<file path="src/rtl/ifetch_pkg.sv">
// ifetch_pkg: shared fetch-stage types and instruction field
// positions, also used by the control decoder.
package ifetch_pkg;

  typedef enum logic [1:0] {
    FETCH = 2'd0,
    DRAIN = 2'd1,
    HALT  = 2'd2
  } ifetch_state_t;

  localparam logic [31:0] PC_STEP = 32'd4;

  localparam int unsigned OP_LSB   = 26;
  localparam int unsigned FUNC_MSB = 5;

  function automatic logic [31:0] word_align(
    input logic [31:0] a
  );
    return {a[31:2], 2'b00};
  endfunction

endpackage

</file>
<file path="src/rtl/ifetch_if.sv">
// ifetch_if: instruction memory level req/ack bus.
// master: fetch side (req, addr out). slave: memory side.
interface ifetch_if;

  logic        imem_req;
  logic [31:0] imem_addr;
  logic        imem_ack;
  logic [31:0] imem_rdata;

  modport master (
    output imem_req,
    output imem_addr,
    input  imem_ack,
    input  imem_rdata
  );

  modport slave (
    input  imem_req,
    input  imem_addr,
    output imem_ack,
    output imem_rdata
  );

endinterface

</file>
<file path="src/rtl/ifetch_pc_next.sv">
// ifetch_pc_next: combinational next-PC select.
// in: pc, advance, redirect, redirect_pc. out: pc_nxt,
// align_err (only with IFETCH_ALIGN_CHECK_EN defined).
module ifetch_pc_next
  import ifetch_pkg::*;
(
  input  logic [31:0] pc,
  input  logic        advance,
  input  logic        redirect,
  input  logic [31:0] redirect_pc,
  output logic [31:0] pc_nxt,
  output logic        align_err
);

`ifdef IFETCH_ALIGN_CHECK_EN
  assign align_err = redirect &
                     (redirect_pc[1:0] != 2'b00);
`else
  assign align_err = 1'b0;
`endif

  logic sel_err;
  logic sel_redir;
  logic sel_adv;

  // One-hot selects: a redirect beats the sequential step,
  // and a rejected redirect leaves the pc untouched.
  assign sel_err   = align_err;
  assign sel_redir = redirect & ~align_err;
  assign sel_adv   = advance & ~redirect;

  always_comb begin
    pc_nxt = pc;
    unique case (1'b1)
      sel_err:   pc_nxt = pc;
      sel_redir: pc_nxt = word_align(redirect_pc);
      sel_adv:   pc_nxt = pc + PC_STEP;
      default:   pc_nxt = pc;
    endcase
  end

endmodule

</file>
<file path="src/rtl/ifetch_unit.sv">
// ifetch_unit: fetch stage; owns pc, fetches over imem
// (ifetch_if.master), holds one slot for the decoder.
// Ports: clk, rst_b (sync, low), imem bus, stall,
// redirect_valid/redirect_pc, halt_req -> inst_valid, inst,
// inst_op, inst_func, inst_pc, halted, fetch_err.
// Option: IFETCH_ALIGN_CHECK_EN traps misaligned redirects.
module ifetch_unit
  import ifetch_pkg::*;
#(
  parameter logic [31:0] RESET_PC = 32'h0000_0000
) (
  input  logic            clk,
  input  logic            rst_b,
  ifetch_if.master        imem,
  input  logic            stall,
  input  logic            redirect_valid,
  input  logic [31:0]     redirect_pc,
  input  logic            halt_req,
  output logic            inst_valid,
  output logic [31:0]     inst,
  output logic [5:0]      inst_op,
  output logic [5:0]      inst_func,
  output logic [31:0]     inst_pc,
  output logic            halted,
  output logic            fetch_err
);

  ifetch_state_t state_q;
  ifetch_state_t state_d;

  logic [31:0] pc_q;
  logic [31:0] pc_d;
  logic        hold_q;
  logic [31:0] addr_q;
  logic        slot_v_q;
  logic [31:0] slot_inst_q;
  logic [31:0] slot_pc_q;

  logic ack_ok;
  logic consume;
  logic redir_take;
  logic advance;
  logic load;
  logic align_err;
  logic stop;

  assign ack_ok  = imem.imem_req & imem.imem_ack;
  assign consume = slot_v_q & ~stall;

  assign redir_take = redirect_valid &
                      (state_q != HALT) &
                      ~halt_req;

  assign advance = (state_q == FETCH) &
                   ack_ok & ~halt_req;

  // Data arriving alongside a redirect is wrong-path.
  assign load = advance & ~redir_take;

  assign stop = halt_req | align_err;

  ifetch_pc_next u_pc_next (
    .pc          (pc_q),
    .advance     (advance),
    .redirect    (redir_take),
    .redirect_pc (redirect_pc),
    .pc_nxt      (pc_d),
    .align_err   (align_err)
  );

  always_ff @(posedge clk) begin
    if (!rst_b) begin
      state_q <= FETCH;
    end else begin
      state_q <= state_d;
    end
  end

  always_comb begin
    state_d = state_q;
    unique case (state_q)
      FETCH: begin
        if (stop) begin
          state_d = HALT;
        end else if (redir_take & imem.imem_req &
                     ~imem.imem_ack) begin
          state_d = DRAIN;
        end
      end
      DRAIN: begin
        if (stop) begin
          state_d = HALT;
        end else if (ack_ok) begin
          state_d = FETCH;
        end
      end
      HALT: begin
        state_d = HALT;
      end
      default: begin
        state_d = FETCH;
      end
    endcase
  end

  // An issued request stays up (hold_q) with its original
  // address until acked, in every state.
  always_comb begin
    imem.imem_req  = 1'b0;
    imem.imem_addr = hold_q ? addr_q : pc_q;
    halted         = 1'b0;
    unique case (state_q)
      FETCH: begin
        imem.imem_req = hold_q | ~slot_v_q | ~stall;
      end
      DRAIN: begin
        imem.imem_req = hold_q;
      end
      HALT: begin
        imem.imem_req = hold_q;
        halted        = 1'b1;
      end
      default: begin
        imem.imem_req = 1'b0;
      end
    endcase
    if (!rst_b) begin
      imem.imem_req = 1'b0;
    end
  end

  always_ff @(posedge clk) begin
    if (!rst_b) begin
      pc_q        <= RESET_PC;
      hold_q      <= 1'b0;
      addr_q      <= 32'd0;
      slot_v_q    <= 1'b0;
      slot_inst_q <= 32'd0;
      slot_pc_q   <= 32'd0;
    end else begin
      pc_q   <= pc_d;
      hold_q <= imem.imem_req & ~imem.imem_ack;
      if (imem.imem_req) begin
        addr_q <= imem.imem_addr;
      end
      if (load) begin
        slot_v_q    <= 1'b1;
        slot_inst_q <= imem.imem_rdata;
        slot_pc_q   <= imem.imem_addr;
      end else if (consume | redirect_valid |
                   halt_req) begin
        slot_v_q <= 1'b0;
      end
    end
  end

`ifdef IFETCH_ALIGN_CHECK_EN
  logic err_q;

  always_ff @(posedge clk) begin
    if (!rst_b) begin
      err_q <= 1'b0;
    end else if (align_err) begin
      err_q <= 1'b1;
    end
  end

  assign fetch_err = err_q;
`else
  assign fetch_err = 1'b0;
`endif

  assign inst_valid = slot_v_q;
  assign inst       = slot_inst_q;
  assign inst_pc    = slot_pc_q;
  assign inst_op    = slot_inst_q[31:OP_LSB];
  assign inst_func  = slot_inst_q[FUNC_MSB:0];

endmodule
</file>
<file path="src/flat_wrapper.sv">
// flat-port wrapper written by rule: the top's interface ports become plain ports
module ifetch_unit_flat import ifetch_pkg::*;
#(
  parameter logic [31:0] RESET_PC = 32'h0000_0000
)
  (clk, rst_b, stall, redirect_valid, redirect_pc, halt_req, inst_valid, inst, inst_op, inst_func, inst_pc, halted, fetch_err, imem_imem_req, imem_imem_addr, imem_imem_ack, imem_imem_rdata);
  ifetch_if imem_i ();
  input  logic clk;
  input  logic rst_b;
  input  logic stall;
  input  logic redirect_valid;
  input  logic [31:0] redirect_pc;
  input  logic halt_req;
  output logic inst_valid;
  output logic [31:0] inst;
  output logic [5:0] inst_op;
  output logic [5:0] inst_func;
  output logic [31:0] inst_pc;
  output logic halted;
  output logic fetch_err;
  output wire logic [$bits(imem_i.imem_req)-1:0] imem_imem_req;
  output wire logic [$bits(imem_i.imem_addr)-1:0] imem_imem_addr;
  input wire logic [$bits(imem_i.imem_ack)-1:0] imem_imem_ack;
  input wire logic [$bits(imem_i.imem_rdata)-1:0] imem_imem_rdata;
  assign imem_imem_req = imem_i.imem_req;
  assign imem_imem_addr = imem_i.imem_addr;
  assign imem_i.imem_ack = imem_imem_ack;
  assign imem_i.imem_rdata = imem_imem_rdata;
  ifetch_unit #(.RESET_PC(RESET_PC)) u_core (.clk(clk), .rst_b(rst_b), .imem(imem_i), .stall(stall), .redirect_valid(redirect_valid), .redirect_pc(redirect_pc), .halt_req(halt_req), .inst_valid(inst_valid), .inst(inst), .inst_op(inst_op), .inst_func(inst_func), .inst_pc(inst_pc), .halted(halted), .fetch_err(fetch_err));
endmodule
</file>
<file path="config.mk">
export PLATFORM = sky130hd
export DESIGN_NAME = ifetch_unit_flat
export DESIGN_NICKNAME = d
export VERILOG_FILES = /design/src/rtl/ifetch_pkg.sv /design/src/rtl/ifetch_if.sv /design/src/rtl/ifetch_pc_next.sv /design/src/rtl/ifetch_unit.sv /design/src/flat_wrapper.sv
export SDC_FILE = /design/constraint.sdc
export NUM_CORES = 1
export LEC_CHECK = 0
export CORE_UTILIZATION = 35
export CTS_CLUSTER_DIAMETER = 80
export CTS_CLUSTER_SIZE = 28
export DETAILED_ROUTE_END_ITERATION = 6
export PLACE_DENSITY = 0.74
export SETUP_SLACK_MARGIN = 0.5
export SLEW_MARGIN = 20
export SYNTH_ARGS = -nofsm -noshare
export SYNTH_HDL_FRONTEND = slang
export SYNTH_HIERARCHICAL = 1
export SYNTH_SLANG_ARGS = --single-unit
</file>
<file path="constraint.sdc">
create_clock -name clk -period 3.2 [get_ports clk]
set_clock_uncertainty 0.05 [all_clocks]
set_input_delay 0.48 -clock clk [delete_from_list [all_inputs] [get_ports clk]]
set_output_delay 0.48 -clock clk [all_outputs]
set_load 0.05 [all_outputs]
</file>
==> metrics.cfg, run 1 <==
[run_status]
status = finished clean

[logic_synthesis]
syn_inst = 755
yosys.area.top_type_share_pct = 42.9
syn_nets = 830
yosys.area_share.xor_xnor_pct = 1.70
yosysTopAreaCell = dfxtp_1
synth_commonest_cells = dfxtp_1, nand3_1, o21ai_0
ys_async_sr_fraction_pct = 0
synth_compound_area_share_pct = 13.7
yosys_warnings = 6
synth-edff-count = 0
yosysMostFrequentCell = dfxtp_1
synth_top_family_by_area = simple AND/OR/NAND/NOR gates
syn_area_sq_um = 6160
synth.distinct_cells = 49
ys_top_cells_by_area = dfxtp_1, nand3_1, o21ai_0
yosys.area_share.adder_pct = 1.01
synthMuxAreaShare_pct = 5.52
ys.flop_type = dfxtp_1
synthSimpleGateAreaFrac_pct = 25.5
seq_area_frac_synth_pct = 42.9
syn_avg_cell_area_sq_um = 8.17
synth_seq_cells = 132

[global_routing]
grt_max_degree = 79
grtUsageTotal_pct = 19.3
first_global_vias = 5505
grt_pass1_wl_microns = 27800
antenna_found_initial = 0
grt_overflow = 0

[clocking]
clockBufferDepth = 2
tritoncts = done
cts_max_level = 4
numCtsBuffers = 17
clkTransAtPathRegs_ns = 0.05
cts_hold_buf = 0
clock_latency_ns = 0.41
cts-root-buf = clkbuf_16
cts.sinks = 132

[run]
cap_violations = 0

[sta]
rsz0062_at_grt = yes
fin_crit_ns = 2.66
fin_hold_ws_ns = 0.402
fmax_mhz = 375
hold_viol = 0
final.period_utilization_pct = 83.3
setup_violations = 0
slew_violations = 0
worstMarginPinSlew_ns = 0.764
setup_tns_ns = 0
relSlewSlack_pct = 49.1

[setup_path]
worst-path-buf-inv = 4
worstSetupStartpointType = flop
slowest_delay_ns = 0.36
critPathKind = flop to output port
endpoint_kind = output port
r2r_start = u_core/state_q[1]$_SDFFE_PN0P_
path_max_fanout = 67
required_ns = 2.67
path_cells = inv_4, ha_4, a21bo_1, a211o_4, buf_12, inv_8, buf_4
startpoint = u_core/state_q[1]$_SDFFE_PN0P_
critPathSlowestCell = dfxtp_4
cpLargestDelayFamily = buffers and inverters
crit_arrival_ns = 2.13

[power]
power.total_mw = 4.34
vdd_drop_max_mv = 0.351
leakage_nw = 3.78
powerDensity_nw_per_um2 = 492

[floorplanning]
num_rows = 48
io_pins = 182
core_sq_um = 17200
die_area_sq_um = 18100
chipWidth_microns = 135
fp.dieH_microns = 135
start_util_pct = 35.8

[worst_hold_path]
hold_start = u_core/inst[22]$_SDFFE_PN0P_
hold_class = flop to flop

[layout]
post-route-util_pct = 51.2
fillers = 1626
syn2layout_area_growth_pct = 43.2
multi_input_area_sq_um = 3000
final_nets = 979
instances_no_fill = 1142
register_area_sq_um = 2650
drive_gt1_share_pct = 8.40
antennaDiodeCount = 0

[drt]
drt-initial-drc-count = 379
via_per_inst = 5.07
drt-pass1-iter-count = 5
wl_microns = 17000
final_antenna_net_count = 0
vias = 5792
wl_per_cell_microns = 14.9
drc_errors = 0

[placement]
hpwl_microns = 11000
globalplace.congestion = 0.802
place_inst = 1097
numPortBuffers = 178

-- worst min-delay path: cells and delay by family, from the launching register on --
family,cells,cell delay (ns)
flops,1,0.30
simple gates,1,0.05
compound gates,1,0.06
-- per-layer routing --
metal | part of all wire [%] | wire length (microns) | up-vias | GRT usage, %
met3 | 6.0 | 1020 | 14 | 5.26
met2 | 48 | 8170 | 163 | 31.5
met5 | 0 | 0 | - | 0
li1 | - | - | 2908 | -
met4 | 1.2 | 212 | 0 | 6.55
met1 | 45 | 7610 | 2707 | 24.4
-- worst paths after layout --
check                           slack (ns)                           end  depth (start not counted)
worst max-delay path                  0.54                 imem_imem_req                          7
worst min-delay path                  0.40  u_core/inst[22]$_SDFFE_PN0P_                          2
worst max register to register        0.54    u_core/pc_q[28]$_SDFF_PN0_                         11
worst min register to register        0.40  u_core/inst[22]$_SDFFE_PN0P_                          2
-- state kept, by name, summed over array words and instances, names as in the netlist --
name / count
u_core/pc_q: 32
u_core/inst: 32
u_core/inst_pc: 32
u_core/inst_valid: 1
u_core/addr_q: 32
u_core/hold_q: 1
u_core/state_q: 2
-- report_power, final --
group	total, mW	leakage [nW]	internal (mW)	switching [mW]
combinational	0.567	2.41	0.223	0.344
clock	2.03	0.300	1.33	0.704
sequential	1.74	1.07	1.69	0.0468
total	4.34	3.78	3.24	1.09
-- through the flow --
step | area, sq um | worst slack (ns)
5_1_grt | 8830 | 0.414
3_3_place_gp | 7970 | 0.0918
3_5_place_dp | 7970 | 0.0549
2_1_floorplan | 6200 | 0.503
6_report | 8830 | 0.536
4_1_cts | 8710 | 0.427
-- final cells by class --
type | count | share of cell area [%]
Sequential cell | 132 | 30.0
Clock inverter | 7 | 1.35
Multi-Input combinational cell | 508 | 33.9
Timing Repair Buffer | 205 | 23.9
Clock buffer | 25 | 5.73
Inverter | 40 | 1.84
Tap cell | 225 | 3.19
-- what timing repair did --
| action | 4_1_cts | 5_1_grt |
|---|---|---|
| setup endpoints to repair | 66 | 40 |
| gates resized for setup | 17 | 34 |
| buffers inserted | 10 | 3 |
| pin swaps | 6 | 7 |
-- kinds of logic after synthesis --
group | Yosys count
buf+inv | 115
mux | 34
other cells | 2
xor+xnor | 12
compound gates | 147
fa+ha+maj | 5
simple gates | 308
flops | 132
-- cell usage in the layout, fill, tap and decap left out, types with 23 or more instances in the layout --
cell type	Yosys	layout
and2_1	34	34
dfxtp_1	132	129
mux2i_1	34	34
inv_1	38	36
o21ai_0	102	102
clkdlybuf4s50_1	0	144
nand2_1	92	92
buf_4	22	23
dlymetal6s2s_1	0	28
nand3_1	112	111
(Power assumes the default switching activity.)
==> inputs of run 2 (changes only) <==
Clock period 3.2 ns to 2.2 ns, I/O delays scaled along.
==> run 2 against run 1 <==
The run now ends with negative setup slack left. Critical endpoint is now u_core/pc_q[30]$_SDFF_PN0_. Combinational power rose to 2.5 times the previous value. Global-route usage increased by 6.3 points. Die area is the same. First-iteration DRC count increased by 50%. Final cell count rose by 12%. Non-clock buffer count is 131 higher.
==> metrics.cfg, run 2 (same netlist as run 1, synthesis figures left out) <==
[placement]
numPortBuffers = 178  ; unchanged
place_area_sq_um = 8190  ; was 7970 sq um
place_inst = 1131  ; was 1097
hpwl_microns = 12000  ; was 11000 microns
dp_worst_setup_slack_ns = -0.652  ; was 0.0549 ns
globalplace.congestion = 0.767  ; was 0.802

[drt]
vias = 6915  ; was 5792
final_antenna_net_count = 0  ; unchanged
via_per_inst = 5.43  ; was 5.07
drt-initial-drc-count = 567  ; was 379
drt-pass1-iter-count = 5  ; unchanged
wl_per_cell_microns = 19.5  ; was 14.9 microns
drc_errors = 0  ; unchanged
wl_microns = 24800  ; was 17000 microns

[floorplanning]
chipWidth_microns = 135  ; unchanged
io_pins = 182  ; unchanged
core_sq_um = 17200  ; unchanged
die_area_sq_um = 18100  ; unchanged
start_util_pct = 35.8  ; unchanged
num_rows = 48  ; unchanged
fp.dieH_microns = 135  ; unchanged

[layout]
mostFrequentLayoutCells = dfxtp_1, nand3_1, nand2_1  ; was clkdlybuf4s50_1, dfxtp_1, nand3_1
antennaDiodeCount = 0  ; unchanged
drive_gt1_share_pct = 38.6  ; was 8.40%
final_common_cell = dfxtp_1  ; was clkdlybuf4s50_1
multi_input_area_sq_um = 3770  ; was 3000 sq um
final_nets = 1111  ; was 979
instances_no_fill = 1274  ; was 1142
register_area_sq_um = 2650  ; unchanged
fillers = 1276  ; was 1626
fin_area_sq_um = 11200  ; was 8830 sq um
syn2layout_area_growth_pct = 82.5  ; was 43.2%
post-route-util_pct = 65.3  ; was 51.2%

[sta]
final.period_utilization_pct = 124
worstMarginPinSlew_ns = 0.791  ; was 0.764 ns
setup_ws_ns = -0.525  ; was 0.536 ns
fin_hold_ws_ns = 0.396  ; was 0.402 ns
fin_crit_ns = 2.73
relSlewSlack_pct = 47.2  ; was 49.1%
rsz0062_at_grt = yes  ; unchanged
setup_tns_ns = -22.79  ; was 0 ns
slew_violations = 0  ; unchanged
setup_violations = 98  ; was 0
fmax_mhz = 367
hold_viol = 0  ; unchanged

[setup_path]
path_max_fanout = 5  ; was 67
required_ns = 2.51  ; was 2.67 ns
endpoint_kind = flop  ; was output port
crit_arrival_ns = 3.03  ; was 2.13 ns
worstSetupStartpointType = flop  ; unchanged
critPathKind = flop to flop  ; was flop to output port

[clocking]
cts-root-buf = clkbuf_16  ; unchanged
numCtsBuffers = 17  ; unchanged
cts_hold_buf = 0  ; unchanged
clock_latency_ns = 0.42  ; was 0.41 ns
clkTransAtPathRegs_ns = 0.06  ; was 0.05 ns
clockBufferDepth = 2  ; unchanged
cts.sinks = 132  ; unchanged
cts_max_level = 4  ; unchanged
tritoncts = done  ; unchanged

[global_routing]
grt_pass1_wl_microns = 35600  ; was 27800 microns
grt_max_degree = 79  ; unchanged
grtUsageTotal_pct = 25.5  ; was 19.3%
first_global_vias = 6604  ; was 5505
antenna_found_initial = 1  ; was 0
grt_overflow = 0  ; unchanged

[run_status]
violations = negative setup slack
status = finished with violations  ; was finished clean

[power]
vdd_drop_max_mv = 0.606  ; was 0.351 mV
powerDensity_nw_per_um2 = 614  ; was 492 nW/um^2
power.total_mw = 6.90  ; was 4.34 mW
leakage_nw = 4.59  ; was 3.78 nW

[worst_hold_path]
hold_class = flop to flop  ; unchanged

[run]
cap_violations = 0  ; unchanged

==> run 2: changes by cell type in the layout (fill, tap and decap cells not counted), moves of 31 or more <==
cell,change
o21ai_2,+40
o21ai_1,+61
buf_6,+52
mux2i_1,-31
clkdlybuf4s50_1,-78
buf_4,+54
o21ai_0,-101
mux2i_4,+31
==> run 2: worst max-delay path, cell delays in order (launching register included) <==
cell	delay [ns]
dfxtp_4	0.37
inv_4	0.07
ha_4	0.13
a21bo_1	0.22
a211o_4	0.35
nor2_4	0.11
buf_6	0.12
and4_4	0.22
nand4_1	0.22
or4_1	0.46
a31oi_1	0.18
and2_1	0.15
==> run 2: layout make-up <==
class	instances	share of cell area, %
Sequential cell	132	23.6
Tap cell	225	2.50
Clock buffer	19	3.94
Timing Repair Buffer	336	33.6
Clock inverter	13	1.39
Multi-Input combinational cell	509	33.5
Inverter	40	1.47
==> run 2: path summary, 6_finish.rpt <==
path | cells past startpoint | to | start | slack, ns
setup / recovery | 11 | u_core/pc_q[30]$_SDFF_PN0_ | u_core/state_q[1]$_SDFFE_PN0P_ | -0.53
hold / removal | 2 | u_core/inst_pc[30]$_SDFFE_PN0P_ | u_core/inst_pc[30]$_SDFFE_PN0P_ | 0.40
setup reg to reg | 11 | u_core/pc_q[30]$_SDFF_PN0_ | u_core/state_q[1]$_SDFFE_PN0P_ | -0.53
hold reg to reg | 2 | u_core/inst_pc[30]$_SDFFE_PN0P_ | u_core/inst_pc[30]$_SDFFE_PN0P_ | 0.40
==> run 2: power by group <==
part | switching [mW] | internal [mW]
Clock | 1.11 | 1.81
Combinational | 0.729 | 0.710
Sequential | 0.0917 | 2.46
==> run 2: layer usage <==
metal | vias to the layer above | global-route usage, % | part of all wire [%] | routed length, microns
met5 | - | 0 | 0.052 | 13
met4 | 2 | 11.1 | 3.9 | 969
met3 | 81 | 6.01 | 7.2 | 1790
met2 | 331 | 42.5 | 50 | 12400
met1 | 3293 | 31.4 | 39 | 9620
li1 | 3208 | - | - | -
==> run 2: what timing repair did <==
| item | CTS | global route |
|---|---|---|
| setup buffers | 58 | 31 |
| gates resized for setup | 433 | 149 |
| pin swaps | 82 | 17 |
| cloned | 21 | 1 |
| endpoints found under the setup margin | 243 | 218 |
